$ cat config.mk
export PLATFORM = sky130hd
export DESIGN_NAME = wait_event_flat
export DESIGN_NICKNAME = d
export VERILOG_FILES = /design/src/rtl/wait_event_if.sv /design/src/rtl/wait_event.sv /design/src/flat_wrapper.sv
export SDC_FILE = /design/constraint.sdc
export NUM_CORES = 1
export LEC_CHECK = 0
export ABC_AREA = 1
export BUFFER_PORTS_ARGS = -buffer_cell sky130_fd_sc_hd__buf_2
export CAP_MARGIN = 10
export CORE_MARGIN = 2
export CORE_UTILIZATION = 35
export CTS_CLUSTER_SIZE = 24
export DETAILED_ROUTE_END_ITERATION = 6
export PLACE_DENSITY = 0.59
export SETUP_SLACK_MARGIN = 0.4
export SYNTH_ARGS = -nofsm -noshare
export SYNTH_HDL_FRONTEND = slang
export SYNTH_SLANG_ARGS = --single-unit
$ cat constraint.sdc
create_clock -name clk -period 4.1 [get_ports clk]
set_clock_uncertainty 0.15 [all_clocks]
set_input_delay 0.615 -clock clk [delete_from_list [all_inputs] [get_ports clk]]
set_output_delay 0.615 -clock clk [all_outputs]
set_load 0.03 [all_outputs]
$ cat src/rtl/wait_event_if.sv
// Decoder <-> wait_event bundle: command inputs, watched signals, status outputs.
// Latency: none, wires only.
// Backpressure: none; o_wait_done is the decoder's acknowledge for the held i_sel_wait level.
interface wait_event_if #(
    parameter int WAIT_SIGNALS_NB = 8,
    parameter int TIMEOUT_WIDTH   = 32
);
    localparam int IDX_W = (WAIT_SIGNALS_NB > 1) ? $clog2(WAIT_SIGNALS_NB) : 1;

    logic                       i_sel_wait;
    logic                       i_edge_falling;
    logic [IDX_W-1:0]           i_sig_index;
    logic [TIMEOUT_WIDTH-1:0]   i_timeout;
    logic [WAIT_SIGNALS_NB-1:0] i_wait_signals;
    logic                       o_wait_done;
    logic                       o_timeout;
    logic                       o_busy;
    logic [TIMEOUT_WIDTH-1:0]   o_elapsed;

    // Decoder / testbench side
    modport master (
        output i_sel_wait, i_edge_falling, i_sig_index, i_timeout, i_wait_signals,
        input  o_wait_done, o_timeout, o_busy, o_elapsed
    );

    // Wait unit side
    modport slave (
        input  i_sel_wait, i_edge_falling, i_sig_index, i_timeout, i_wait_signals,
        output o_wait_done, o_timeout, o_busy, o_elapsed
    );
endinterface

$ cat src/rtl/wait_event.sv
// Waits for a rising/falling edge on one selected signal, bounded by an optional cycle timeout.
// Latency: busy 1 clk after start; done 1 clk after the sampled edge or N edges after start on timeout.
// Backpressure: o_wait_done holds until the decoder drops i_sel_wait; new starts only from IDLE.
module wait_event #(
    parameter int WAIT_SIGNALS_NB = 8,
    parameter int TIMEOUT_WIDTH   = 32
) (
    input  logic         clk,
    input  logic         rst_n,
    wait_event_if.slave  bus
);
    localparam int IDX_W = (WAIT_SIGNALS_NB > 1) ? $clog2(WAIT_SIGNALS_NB) : 1;

    typedef enum logic [1:0] {IDLE, WAIT, DONE} state_t;

    state_t                   state, state_nxt;
    logic                     sel_q;
    logic                     falling_q, falling_nxt;
    logic [IDX_W-1:0]         idx_q, idx_nxt;
    logic [TIMEOUT_WIDTH-1:0] tmo_q, tmo_nxt;
    logic                     prev_q, prev_nxt;
    logic                     done_q, done_nxt;
    logic                     tflag_q, tflag_nxt;
    logic                     busy_q, busy_nxt;
    logic [TIMEOUT_WIDTH-1:0] elapsed_q, elapsed_nxt;

    logic                     start;
    logic                     bad_index;
    logic                     start_bit;
    logic                     cur;
    logic                     hit;
    logic [TIMEOUT_WIDTH-1:0] elapsed_inc;

    assign start     = bus.i_sel_wait & ~sel_q;
    assign bad_index = int'(bus.i_sig_index) >= WAIT_SIGNALS_NB;

    // Mux out the watched bit for the incoming index (start) and the latched index (wait);
    // an out-of-range index reads as 0 rather than X.
    always_comb begin
        start_bit = 1'b0;
        cur       = 1'b0;
        for (int i = 0; i < WAIT_SIGNALS_NB; i++) begin
            if (bus.i_sig_index == IDX_W'(i)) start_bit = bus.i_wait_signals[i];
            if (idx_q == IDX_W'(i))           cur       = bus.i_wait_signals[i];
        end
    end

    assign hit         = falling_q ? (~cur & prev_q) : (cur & ~prev_q);
    assign elapsed_inc = (elapsed_q == '1) ? elapsed_q : elapsed_q + TIMEOUT_WIDTH'(1);

    // Next-state and next-output logic; every register defaults to holding its value.
    always_comb begin
        state_nxt   = state;
        falling_nxt = falling_q;
        idx_nxt     = idx_q;
        tmo_nxt     = tmo_q;
        prev_nxt    = prev_q;
        done_nxt    = done_q;
        tflag_nxt   = tflag_q;
        busy_nxt    = busy_q;
        elapsed_nxt = elapsed_q;
        case (state)
            IDLE: begin
                if (start) begin
                    falling_nxt = bus.i_edge_falling;
                    idx_nxt     = bus.i_sig_index;
                    tmo_nxt     = bus.i_timeout;
                    prev_nxt    = start_bit;
                    tflag_nxt   = 1'b0;
                    elapsed_nxt = '0;
                    if (bad_index) begin
                        state_nxt = DONE;
                        done_nxt  = 1'b1;
                        tflag_nxt = 1'b1;
                        busy_nxt  = 1'b0;
                    end else begin
                        state_nxt = WAIT;
                        busy_nxt  = 1'b1;
                    end
                end
            end
            WAIT: begin
                prev_nxt = cur;
                if (!bus.i_sel_wait) begin
                    // Abort: back to idle silently, elapsed keeps the partial count.
                    state_nxt = IDLE;
                    busy_nxt  = 1'b0;
                    done_nxt  = 1'b0;
                    tflag_nxt = 1'b0;
                end else if (hit) begin
                    // A hit beats a timeout landing on the same edge.
                    state_nxt = DONE;
                    done_nxt  = 1'b1;
                    busy_nxt  = 1'b0;
                end else begin
                    elapsed_nxt = elapsed_inc;
                    if (tmo_q != '0 && elapsed_inc == tmo_q) begin
                        state_nxt = DONE;
                        done_nxt  = 1'b1;
                        tflag_nxt = 1'b1;
                        busy_nxt  = 1'b0;
                    end
                end
            end
            DONE: begin
                if (!bus.i_sel_wait) begin
                    state_nxt = IDLE;
                    done_nxt  = 1'b0;
                end
            end
            default: state_nxt = IDLE;
        endcase
    end

    // State and output registers, cleared asynchronously.
    always_ff @(posedge clk or negedge rst_n) begin
        if (!rst_n) begin
            state     <= IDLE;
            sel_q     <= 1'b0;
            falling_q <= 1'b0;
            idx_q     <= '0;
            tmo_q     <= '0;
            prev_q    <= 1'b0;
            done_q    <= 1'b0;
            tflag_q   <= 1'b0;
            busy_q    <= 1'b0;
            elapsed_q <= '0;
        end else begin
            state     <= state_nxt;
            sel_q     <= bus.i_sel_wait;
            falling_q <= falling_nxt;
            idx_q     <= idx_nxt;
            tmo_q     <= tmo_nxt;
            prev_q    <= prev_nxt;
            done_q    <= done_nxt;
            tflag_q   <= tflag_nxt;
            busy_q    <= busy_nxt;
            elapsed_q <= elapsed_nxt;
        end
    end

    assign bus.o_wait_done = done_q;
    assign bus.o_timeout   = tflag_q;
    assign bus.o_busy      = busy_q;
    assign bus.o_elapsed   = elapsed_q;
endmodule

$ cat src/flat_wrapper.sv
// flat-port wrapper written by rule: the top's interface ports become plain ports
module wait_event_flat 
#(
    parameter int WAIT_SIGNALS_NB = 8,
    parameter int TIMEOUT_WIDTH   = 32
)
  (clk, rst_n, bus_i_sel_wait, bus_i_edge_falling, bus_i_sig_index, bus_i_timeout, bus_i_wait_signals, bus_o_wait_done, bus_o_timeout, bus_o_busy, bus_o_elapsed);
  wait_event_if #(.WAIT_SIGNALS_NB(WAIT_SIGNALS_NB), .TIMEOUT_WIDTH(TIMEOUT_WIDTH)) bus_i ();
  input  logic clk;
  input  logic rst_n;
  input wire logic [$bits(bus_i.i_sel_wait)-1:0] bus_i_sel_wait;
  input wire logic [$bits(bus_i.i_edge_falling)-1:0] bus_i_edge_falling;
  input wire logic [$bits(bus_i.i_sig_index)-1:0] bus_i_sig_index;
  input wire logic [$bits(bus_i.i_timeout)-1:0] bus_i_timeout;
  input wire logic [$bits(bus_i.i_wait_signals)-1:0] bus_i_wait_signals;
  output wire logic [$bits(bus_i.o_wait_done)-1:0] bus_o_wait_done;
  output wire logic [$bits(bus_i.o_timeout)-1:0] bus_o_timeout;
  output wire logic [$bits(bus_i.o_busy)-1:0] bus_o_busy;
  output wire logic [$bits(bus_i.o_elapsed)-1:0] bus_o_elapsed;
  assign bus_i.i_sel_wait = bus_i_sel_wait;
  assign bus_i.i_edge_falling = bus_i_edge_falling;
  assign bus_i.i_sig_index = bus_i_sig_index;
  assign bus_i.i_timeout = bus_i_timeout;
  assign bus_i.i_wait_signals = bus_i_wait_signals;
  assign bus_o_wait_done = bus_i.o_wait_done;
  assign bus_o_timeout = bus_i.o_timeout;
  assign bus_o_busy = bus_i.o_busy;
  assign bus_o_elapsed = bus_i.o_elapsed;
  wait_event #(.WAIT_SIGNALS_NB(WAIT_SIGNALS_NB), .TIMEOUT_WIDTH(TIMEOUT_WIDTH)) u_core (.clk(clk), .rst_n(rst_n), .bus(bus_i));
endmodule
[Word-level counts from Yosys, hierarchy flattened]
Cells that the tools add are included.
Word-level totals
  output and inout port bits: 35
  input port bits: 47
  logic and storage cells: 100
  bits in registers: 75
Operators by class
  add/sub/neg operators: 1
  equality and inequality tests: 25
  bitwise operators: 6
  multiplexer cells: 44
  reductions and logical operators: 14
Operators by type and width (number)
  32-bit two-way mux: 4
  32-bit one-hot mux with 2 select lines: 1
  32-bit by 1-bit adder with 32-bit output, second input constant: 1
  32-bit equality test: 1
  32-bit equality test, second input constant: 1
  32-bit nonzero test: 1
  1-bit two-way mux: 29
  3-bit equality test, second input constant: 8
  3-bit by 2-bit equality test with 1-bit output, second input constant: 4
  2-bit two-way mux: 5
  3-bit AND reduction: 3
  1-bit one-hot mux with 2 select lines: 4
  4-bit AND reduction: 2
  3-bit by 1-bit equality test with 1-bit output, second input constant: 2
  3-bit logical NOT: 2
  2-bit inequality test, second input constant: 3
  2-bit one-hot mux with 3 select lines: 1
  4-bit by 2-bit inequality test with 1-bit output, second input constant: 1
  2-bit AND reduction: 2
  2-bit nonzero test: 2
  1-bit bitwise AND: 3
  3-bit by 2-bit inequality test with 1-bit output, second input constant: 1
  3-bit inequality test, second input constant: 1
  1-bit NOT: 3
  5 further kinds: 5

[Longest topological paths before layout]
Gate-level depths: netlist of run 1.
  word-level depth: 15
  gate-level depth with buffers: 21
  gate-level depth less buffers: 19

[Least setup slack after synthesis of run 1]
No wires, ideal clock.
  kind: reg-to-reg
  from: register u_core.elapsed_q[0] (netlist: u_core.bus.o_elapsed[0])
  to: register u_core.busy_q (netlist: u_core.bus.o_busy)
  stages on the path, launching flop included: 20
  required time: 3827 ps
  clock period less this slack: 2743 ps
  path buffers: 3
  arrival: 2470 ps
  slack: 1357 ps
  library setup time: 123 ps
  cell sequence: dfrtp_1 ha_1 buf_2 inv_2 nor2_4 nand2_4 nor2_4 nand2_4 buf_6 buf_6 nand3_2 nand3_1 nor2_1 nand2_1 nor2_1 nand3_2 nand3_2 nand3_1 nand2_1 nand2_1
On the way
  longest elaborated chain between the ends: 6
  elaborated cells between the ends (all ways): 7
  classes of those cells: 1 x add/sub; 3 x eq/ne; 1 x mux; 2 x reduce/logical
Ends and longest elaborated chain
  from (decl): line wait_event.sv:25  | logic [TIMEOUT_WIDTH-1:0] elapsed_q, elapsed_nxt;
  from (signal assigned): line wait_event.sv:138  | elapsed_q <= elapsed_nxt;
  32-bit by 1-bit adder with 32-bit output / 32-bit equality test (equally long branches): line wait_event.sv:49  | assign elapsed_inc = (elapsed_q == '1) ? elapsed_q : elapsed_q + TIMEOUT_WIDTH'(1);
  32-bit two-way mux (*): line wait_event.sv:49
  32-bit equality test (*): line wait_event.sv:97  | if (tmo_q != '0 && elapsed_inc == tmo_q) begin
  1-bit logical AND (*): line wait_event.sv:97
  4-bit by 2-bit inequality test with 1-bit output (no line) (*)
  3-bit AND reduction (no line) (*)
  to (signal assigned): line wait_event.sv:137  | busy_q <= busy_nxt;
  to (decl): line wait_event.sv:24  | logic busy_q, busy_nxt;
Mark *: on every way between the ends. The rest lies on a longest branch, timed or not.
A chain may end at the register's enable or synchronous reset.

[Worst setup path after layout of run 1]
Same ends and word-level chain as after synthesis.

==> results.yml, run 1 <==
run_status:
  outcome: "finished, final reports clean"
pwr:
  p_comb_share_pct: 33.4
  p_sw_share_pct: 40.1
  p_per_area_nw_per_um2: 491
  clock_power_share_pct: 26.8
  power_switching_uw: 1130
  vdd_ir_drop_max_mv: 0.445
  seqPwrFrac_pct: 39.8
  leakage_uw: 0.00285
  fin_total_pwr_uw: 2820
  intPower_uw: 1690
timing:
  final_hold_viol_count: 0
  min_period_ns: 3.28
  max_slew.worst_pin.slew_ns: 0.944
  finalWorstSetupSlack_ns: 0.815
  post-route-period-util_pct: 80.1
  slew_violations: 0
  fin_setup_tns_ns: 0
  maxSlewHeadroom_pct: 37.0
  fmax_mhz: 304
  setup_viol: 0
  hold_slack_ns: 0.258
  rsz0062_at_grt: "no"
synthesis:
  synth-edff-count: 0
  yosys-top-cells-area: "dfrtp_1 38%, nand2_1 21%, nand3_1 7.9%"
  async_flop_share_pct: 100
  yosysSeqAreaShare_pct: 38.5
  synth_common_cells: "274 x nand2_1, 83 x inv_1, 78 x nor2_1, 77 x nand3_1, 75 x dfrtp_1"
  synth_xor_area_share_pct: 1.61
  synth_top_family_by_area: "simple AND/OR/NAND/NOR gates"
  synth_fa_ha_area_share_pct: 0.256
  muxShareOfSynthArea_pct: 0
  synth_area_um2: 4880
  yosys_warnings: 0
  synth-simple-area-share_pct: 40.8
  synth_cells: 749
  yosysTopAreaCellShare_pct: 38.5
  synth_compound_area_share_pct: 10.1
  synth_flop_cell: "dfrtp_1"
  syn-num-nets: 797
  synth-seq-cells: 75
  syn_area_per_cell_um2: 6.52
  yosysMostFrequentCell: "nand2_1"
  post-synth-top-area-cell: "dfrtp_1"
  synth.distinct_cells: 33
placement:
  dp_hpwl_um: 11400
  place.gp.congestion: 0.976
  numPortBuffers: 81
  place_ws_ns: 0.812
global_routing:
  grt_start_max_net_pins: 76
  track_usage_pct: 21.3
  grt_overflow: 0
  grt_pass1_wl_um: 24100
  antenna_found_initial: 0
  grt_pass1_vias: 4639
die:
  initial_core_util_pct: 35.4
  die_area_um2: 14900
  die_height_um: 122
  core_area_um2: 13800
  die_w_um: 122
  io_pins: 82
  rows: 43
final_layout:
  drive_gt1_share_pct: 14.8
  area_delta_synth_final_pct: 17.6
  fin_util_pct: 41.7
  insertedDiodeCount: 0
  fin_nets: 873
clock_network:
  cts_setup_buffers: 0
  cts_hold_buf: 0
  cts_buffers: 9
  ctsResizeCount: 0
  clk_latency_ns: 0.35
  path_clk_slew_ns: 0.06
  cts-root-buf: "clkbuf_16"
  clockBufferDepth: 2
  clock_sinks: 75
  cts_htree_levels: 3
  cts_tree: "done"
hold_path:
  hold_class: "input pin to asynchronous set/reset pin"
detailed_routing:
  wl_per_cell_um: 14.8
  drc_errors: 0
  ant_nets: 0
  avgViaCountPerCell: 4.92
  wl_um: 15000
  firstDrtPassIters: 5
  first_iter_violations: 392
  num_vias: 4969
critical_path:
  path_class: "flop to flop"
  crit_path_start_kind: "flop"
  critPathMaxFanout: 51
  critPathRequiredTime_ns: 4.18
  critPathCaptureType: "flop"
  cp_data_arrival_time_ns: 3.36
job:
  maxCapViolations: 0
cell families after synthesis:
| kind of cell | count (synthesis) |
|---|---|
| AO/OA/AOI/OAI | 92 |
| XOR/XNOR | 9 |
| adder cells (fa/ha/maj) | 1 |
| buffers and inverters | 106 |
| flip-flops | 75 |
| AND/OR/NAND/NOR | 466 |
flip-flops by register name (all words and copies together) (netlist names):
signal and cells:
u_core.bus.o_busy 1, u_core.bus.o_elapsed 32, u_core.bus.o_timeout 1, u_core.bus.o_wait_done 1, u_core.falling_q 1, u_core.idx_q 3, u_core.prev_q 1, u_core.sel_q 1
u_core.state 2, u_core.tmo_q 32
area by class of cell:
type	instances	area, um^2
clock buffer	10	239
fill	1533	8030
tap	180	225
sequential	75	1880
inverter	85	319
multi-input combinational	568	2590
timing repair buffer	86	445
clock inverter	6	46.3
placed cells by master, fill, tap and decap left out, types with 6 or more instances in the layout:
cell type | Yosys | routed
a21oi_1 | 6 | 6
buf_2 | 4 | 80
buf_4 | 0 | 6
clkbuf_16 | 0 | 9
dfrtp_1 | 75 | 75
inv_1 | 83 | 83
nand2_1 | 274 | 274
nand3_1 | 77 | 77
nand3_2 | 7 | 7
nand4_1 | 6 | 6
nor2_1 | 78 | 77
o21ai_0 | 67 | 67
o22ai_1 | 11 | 11
xor2_1 | 8 | 8
power groups by stage:
stage	Sequential, uW	Combinational [uW]	Clock, uW
global route	1150	1080	807
CTS	1120	947	777
global placement	1130	940	0
floorplan	1100	649	0
finish	1120	941	756
detailed placement	1130	945	0
stage by stage:
step	instances	instance area [um^2]
after CTS	1010	5740
final	1010	5740
after global routing	1010	5740
after floorplan	749	4880
after detailed placement	994	5450
after global placement	994	5450
metal layers:
layer / track usage [%] / part of all wire (%) / routed length [um] / up-vias
li1: - / - / - / 2556
met1: 29.1 / 47 / 7100 / 2235
met2: 33.1 / 44 / 6650 / 156
met3: 4.63 / 6.2 / 923 / 22
met4: 7.76 / 2.2 / 324 / 0
met5: 0 / 0 / 0 / -
path summary, 6_finish.rpt:
path / endpoint / slack (ns) / start / cells past startpoint
setup / recovery: u_core.bus.o_busy / 0.82 / u_core.bus.o_elapsed[0] / 18
hold / removal: u_core.tmo_q[13] / 0.26 / rst_n / 1
setup reg to reg: u_core.bus.o_busy / 0.82 / u_core.bus.o_elapsed[0] / 18
hold reg to reg: u_core.falling_q / 0.34 / u_core.falling_q / 2
max in group asynchronous: u_core.sel_q / 2.93 / rst_n / 1
min in group clk: u_core.sel_q / 0.26 / bus_i_sel_wait / 1
worst max-delay path: stages, from the launching register on:
cell	delay, ns
dfrtp_1	0.49
ha_1	0.37
inv_2	0.08
nor2_4	0.19
nand2_4	0.10
nor2_4	0.19
nand2_4	0.35
nand2_1	0.20
nand2_1	0.06
nand2_1	0.07
nand2_1	0.05
nor2_1	0.18
nand3_1	0.12
nor2_1	0.13
nand3_2	0.14
nand3_2	0.11
nand3_1	0.07
nand2_1	0.06
nand2_1	0.04
No activity file was read; power rests on OpenSTA's default activity.
==> run 2, diff against run 1 <==
==> constraint.sdc (replaced) <==
create_clock -name clk -period 3.4 [get_ports clk]
set_clock_uncertainty 0.15 [all_clocks]
set_input_delay 0.51 -clock clk [delete_from_list [all_inputs] [get_ports clk]]
set_output_delay 0.51 -clock clk [all_outputs]
set_load 0.03 [all_outputs]
==> run 2 against run 1 <==
Effect of this change: global-route usage up 0.30 points; critical path type unchanged; largest cell class unchanged; combinational power rose by 22%; critical endpoint is now u_core.bus.o_wait_done; cell count up 0.69%; sequential power increased by 21%; wire length is 2.1% higher; first-iteration DRC count is 11% lower; clock-buffer cell count fell by 1.
==> results.yml, run 2 (same netlist as run 1, synthesis figures left out) <==
critical_path:
  critPathCaptureType: "flop"
  cp_data_arrival_time_ns: 2.87
  slowest_stage: "dfrtp_1"
  critPathRequiredTime_ns: 3.50
  path_common_cell: "nand2_1"
  path_class: "flop to flop"
  slowest_delay_ns: 0.46
  path_cells: "nand2_1 -> nor2_1 -> nand2_1 -> nor2_4 -> nand2_8 -> nand2_1 -> nand2_1 -> nand2_1 -> nand2_1 -> nor2_1 -> nand3_1 -> nor2_1 -> nand3_2 -> nand3_2 -> o21ai_1 -> nand2_1 -> nand2_1"
  critPathMaxFanout: 26
  crit_path_start_kind: "flop"
job:
  maxCapViolations: 0
clock_network:
  cts_buffers: 9
  cts_tree: "done"
  path_clk_slew_ns: 0.06
  cts_htree_levels: 3
  cts-root-buf: "clkbuf_16"
  clock_sinks: 75
  clk_latency_ns: 0.35
  clockBufferDepth: 2
hold_path:
  hold_class: "input pin to asynchronous set/reset pin"
global_routing:
  antenna_found_initial: 0
  grt_pass1_vias: 4785
  grt_overflow: 0
  track_usage_pct: 21.6
  grt_pass1_wl_um: 24600
  grt_start_max_net_pins: 76
detailed_routing:
  first_iter_violations: 349
  wl_um: 15300
  wl_per_cell_um: 15.1
  firstDrtPassIters: 5
  avgViaCountPerCell: 4.99
  drc_errors: 0
  ant_nets: 0
  num_vias: 5070
timing:
  slew_violations: 0
  max_slew.worst_pin.slew_ns: 0.968
  fmax_mhz: 361
  min_period_ns: 2.77
  hold_slack_ns: 0.144
  rsz0062_at_grt: "no"
  maxSlewHeadroom_pct: 35.4
  fin_setup_tns_ns: 0
  setup_viol: 0
  final_hold_viol_count: 0
  post-route-period-util_pct: 81.5
pwr:
  leakage_uw: 0.00288
  vdd_ir_drop_max_mv: 0.318
  fin_total_pwr_uw: 3460
  p_per_area_nw_per_um2: 590
run_status:
  outcome: "finished, final reports clean"
die:
  io_pins: 82
  initial_core_util_pct: 35.4
  core_area_um2: 13800
  die_height_um: 122
  rows: 43
  die_w_um: 122
  die_area_um2: 14900
placement:
  numPortBuffers: 81
  dp_hpwl_um: 11500
  place.gp.congestion: 0.944
final_layout:
  insertedDiodeCount: 0
  area_delta_synth_final_pct: 20.3
  final_common_cell: "nand2_1"
  drive_gt1_share_pct: 16.1
  fin_util_pct: 42.6
  layout_common_cells: "274 x nand2_1, 82 x inv_1, 80 x buf_2, 77 x nand3_1"
  fin_nets: 880
## run 2: stage by stage
step                      std cells  cell area (um^2)  setup WS [ns]
after global routing           1017              5870          0.401
after floorplan                 749              4880          0.657
after global placement          998              5480          0.350
final                          1017              5870          0.628
after CTS                      1014              5800          0.448
after detailed placement        998              5480          0.273
## run 2: worst max-delay path, delay by kind of cell, from the launching register on
family | cells | cell delay [ns]
AOI/OAI and AO/OA | 1 | 0.07
DFF | 1 | 0.46
and+or+nand+nor | 16 | 1.95
## run 2: power breakdown
group,internal [uW],switching [uW]
logic,392,756
clock network,573,398
registers,1130,215
total,2090,1370
## run 2: final cells by class
type                    count  area (um^2)
well taps                 180          225
flip-flops and latches     75         1880
clock inverters             7         75.1
clock buffers               9          225
inverters                  85          319
multi-input cells         569         2650
fillers                  1531         7900
repair buffers             92          503
## run 2: final timing paths
path,start,endpoint,slack (ns),depth (start not counted)
max,u_core.bus.o_elapsed[10],u_core.bus.o_wait_done,0.63,17
min,rst_n,u_core.tmo_q[23],0.14,1
max reg2reg,u_core.bus.o_elapsed[10],u_core.bus.o_wait_done,0.63,17
min reg2reg,u_core.bus.o_busy,u_core.bus.o_busy,0.34,2
max in group asynchronous,rst_n,u_core.bus.o_elapsed[24],2.31,1
min in group clk,bus_i_sel_wait,u_core.sel_q,0.14,1
## run 2: layer usage
metal,part of all wire [%],GRT usage (%)
met5,0,0
met3,6.4,4.40
met2,45,33.2
met1,46,29.8
met4,2.3,8.19
## run 2: what timing repair did
| action | 4_1_cts | 5_1_grt |
|---|---|---|
| pin swaps | 0 | 3 |
| hold buffers | 0 | 0 |
| buffers inserted | 0 | 2 |
| cloned | 0 | 1 |
| setup endpoints to repair | 5 | 5 |
| resized for setup | 2 | 7 |
==> run 3, diff against run 2 <==
--- a/config.mk
+++ b/config.mk
@@ -5,14 +5,14 @@
 export SDC_FILE = /design/constraint.sdc
 export NUM_CORES = 1
 export LEC_CHECK = 0
-export ABC_AREA = 1
+export ABC_AREA = 0
 export BUFFER_PORTS_ARGS = -buffer_cell sky130_fd_sc_hd__buf_2
 export CAP_MARGIN = 10
 export CORE_MARGIN = 2
 export CORE_UTILIZATION = 35
 export CTS_CLUSTER_SIZE = 24
 export DETAILED_ROUTE_END_ITERATION = 6
-export PLACE_DENSITY = 0.59
+export PLACE_DENSITY = 0.61
 export SETUP_SLACK_MARGIN = 0.4
 export SYNTH_ARGS = -nofsm -noshare
 export SYNTH_HDL_FRONTEND = slang
==> constraint.sdc (replaced) <==
create_clock -name clk -period 2.2 [get_ports clk]
set_clock_uncertainty 0.15 [all_clocks]
set_input_delay 0.33 -clock clk [delete_from_list [all_inputs] [get_ports clk]]
set_output_delay 0.33 -clock clk [all_outputs]
set_load 0.03 [all_outputs]
==> run 3 against run 2 <==
Effect of this change: the flow now finishes with violations (setup timing); first-iteration DRC count is 16% higher; via count grew 13%; synthesized cell count down 19%; non-clock buffer count grew 186; clock power up 54%; core utilization grew 13 points; total power is 57% higher; die area grew 4.1%; clock-buffer cell count unchanged; combinational power grew 78%; global-route usage rose by 3.5 points.
==> results.yml, run 3 <==
run_status:
  outcome: "finished, violations left"
  violations: "setup timing"
placement:
  place.gp.congestion: 0.982
  dp_hpwl_um: 14200
  dp_cells: 1004
  numPortBuffers: 81
critical_path:
  slowest_delay_ns: 0.60
  critPathRequiredTime_ns: 2.29
  crit_family: "simple AND/OR/NAND/NOR gates"
  path_class: "flop to flop"
  crit_buf_inv: 1
  critPathMaxFanout: 4
  cp_data_arrival_time_ns: 2.81
  path_cells: "buf_4 -> nand4_1 -> or4_4 -> a211oi_4 -> xnor2_1 -> a311o_1 -> nor4_4 -> nand3_4 -> o21a_1"
  slowest_stage: "or4_4"
  critPathCaptureType: "flop"
  crit_path_start_kind: "flop"
detailed_routing:
  avgViaCountPerCell: 5.50
  num_vias: 5747
  firstDrtPassIters: 5
  wl_um: 19300
  ant_nets: 0
  first_iter_violations: 406
  drc_errors: 0
  wl_per_cell_um: 18.5
final_layout:
  insertedDiodeCount: 0
  fin_cells: 1045
  area_delta_synth_final_pct: 58.0
  drive_gt1_share_pct: 49.6
  layout_common_cells: "170 x buf_4, 133 x nand2_1, 81 x buf_2, 45 x dfrtp_1, 32 x nor2_1"
  fin_nets: 904
  fillers: 1257
  final_common_cell: "buf_4"
clock_network:
  cts_htree_levels: 3
  clock_sinks: 75
  cts_buffers: 9
  clockBufferDepth: 2
  path_clk_slew_ns: 0.06
  clk_latency_ns: 0.35
  cts-root-buf: "clkbuf_16"
  cts_tree: "done"
job:
  maxCapViolations: 0
global_routing:
  grt_start_max_net_pins: 41
  grt_pass1_vias: 5837
  antenna_found_initial: 0
  grt_overflow: 0
  grt_pass1_wl_um: 30900
  track_usage_pct: 25.1
synthesis:
  synth-seq-cells: 75
  synth_cells: 609
  yosysMostFrequentCell: "nand2_1"
  async_flop_share_pct: 100
  post-synth-top-area-cell: "dfrtp_1"
  synth_common_cells: "140 x nand2_1, 75 x dfrtp_1, 48 x o21ai_0, 37 x nor2_1, 26 x xnor2_1"
  synth.distinct_cells: 76
  yosysSeqAreaShare_pct: 36.9
  synth_flop_cell: "dfrtp_1"
  yosys-top-cells-area: "dfrtp_1 37%, nand2_1 10%, o21ai_0 4.7%"
  synth-edff-count: 0
  yosys_warnings: 0
  synth_area_um2: 5090
  yosysTopAreaCellShare_pct: 36.9
  syn-num-nets: 657
  syn_area_per_cell_um2: 8.36
timing:
  finalWorstSetupSlack_ns: -0.520
  post-route-period-util_pct: 124
  setup_viol: 37
  slew_violations: 0
  min_period_ns: 2.72
  fin_setup_tns_ns: -8.51
  fmax_mhz: 368
  maxSlewHeadroom_pct: 63.3
  max_slew.worst_pin.slew_ns: 0.551
  rsz0062_at_grt: "yes"
  final_hold_viol_count: 0
hold_path:
  hold_class: "input pin to flop"
die:
  rows: 44
  die_area_um2: 15500
  die_w_um: 125
  initial_core_util_pct: 35.4
  die_height_um: 125
  io_pins: 82
  core_area_um2: 14400
pwr:
  leakage_uw: 0.00370
  fin_total_pwr_uw: 5430
  vdd_ir_drop_max_mv: 0.478
  p_per_area_nw_per_um2: 676
==> run 3: per-stage QoR <==
| stage | cell area [um^2] | setup WS [ns] | util (%) | hold slack, ns |
|---|---|---|---|---|
| floorplan | 5350 | -0.653 | - | -0.116 |
| global placement | 6990 | -0.573 | 48.7 | 0.192 |
| detailed placement | 6990 | -0.631 | 48.7 | 0.209 |
| CTS | 7890 | -0.508 | 54.9 | 0.00604 |
| global route | 8040 | -0.639 | 55.9 | 0.0233 |
| finish | 8040 | -0.520 | 55.9 | 0.0175 |
==> run 3: per-layer routing <==
layer | global-route usage, % | vias up | wire length, um
li1 | - | 2691 | -
met1 | 34.4 | 2769 | 8330
met2 | 39.3 | 237 | 8970
met3 | 3.69 | 50 | 1390
met4 | 11.3 | 0 | 597
met5 | 0 | - | 0
==> run 3: tightest hold or removal path, cell delays in order <==
cell     delay, ns
buf_2         0.08
nand2_1       0.04
nand2_1       0.04
==> run 3: kinds of logic after synthesis <==
kind of cell    count (synthesis)  synth area share [%]
simple gates                  294                  29.4
compound gates                141                  18.4
flops                          75                  36.9
buf+inv                        45                  4.70
xor+xnor                       42                  7.23
mux                            11                  3.17
fa+ha+maj                       1                 0.246
==> run 3: power by group <==
part           leakage, uW  switching [uW]  internal, uW
sequential        0.000932             274          1610
combinational      0.00263            1080           971
clock             0.000142             618           883
==> run 3: worst paths after layout <==
kind / from / endpoint / slack [ns] / cells after the start
setup / recovery: u_core.bus.o_elapsed[13] / u_core.bus.o_busy / -0.52 / 9
hold / removal: bus_i_timeout[20] / u_core.tmo_q[20] / 0.02 / 3
setup reg to reg: u_core.bus.o_elapsed[13] / u_core.bus.o_busy / -0.52 / 9
hold reg to reg: u_core.bus.o_elapsed[4] / u_core.bus.o_elapsed[4] / 0.37 / 1
max in group asynchronous: rst_n / u_core.bus.o_elapsed[1] / 0.94 / 3
min in group asynchronous: rst_n / u_core.bus.o_elapsed[28] / 0.36 / 2
==> run 3: layout make-up <==
type                    count  area, um^2  share of cell area, %
clock buffers               9         225                   2.80
inverters                   3        11.3                  0.140
multi-input cells         489        3520                   43.8
well taps                 184         230                   2.86
clock inverters             7        76.3                  0.950
repair buffers            278        2060                   25.6
flip-flops and latches     75        1910                   23.8
==> run 3: timing repair <==
action,4_1_cts,5_1_grt
endpoints found under the hold margin,38,0
gates cloned,3,0
setup endpoints to repair,62,73
setup buffers,18,3
pin swaps,31,12
gates resized for setup,95,31
hold buffers,1,0
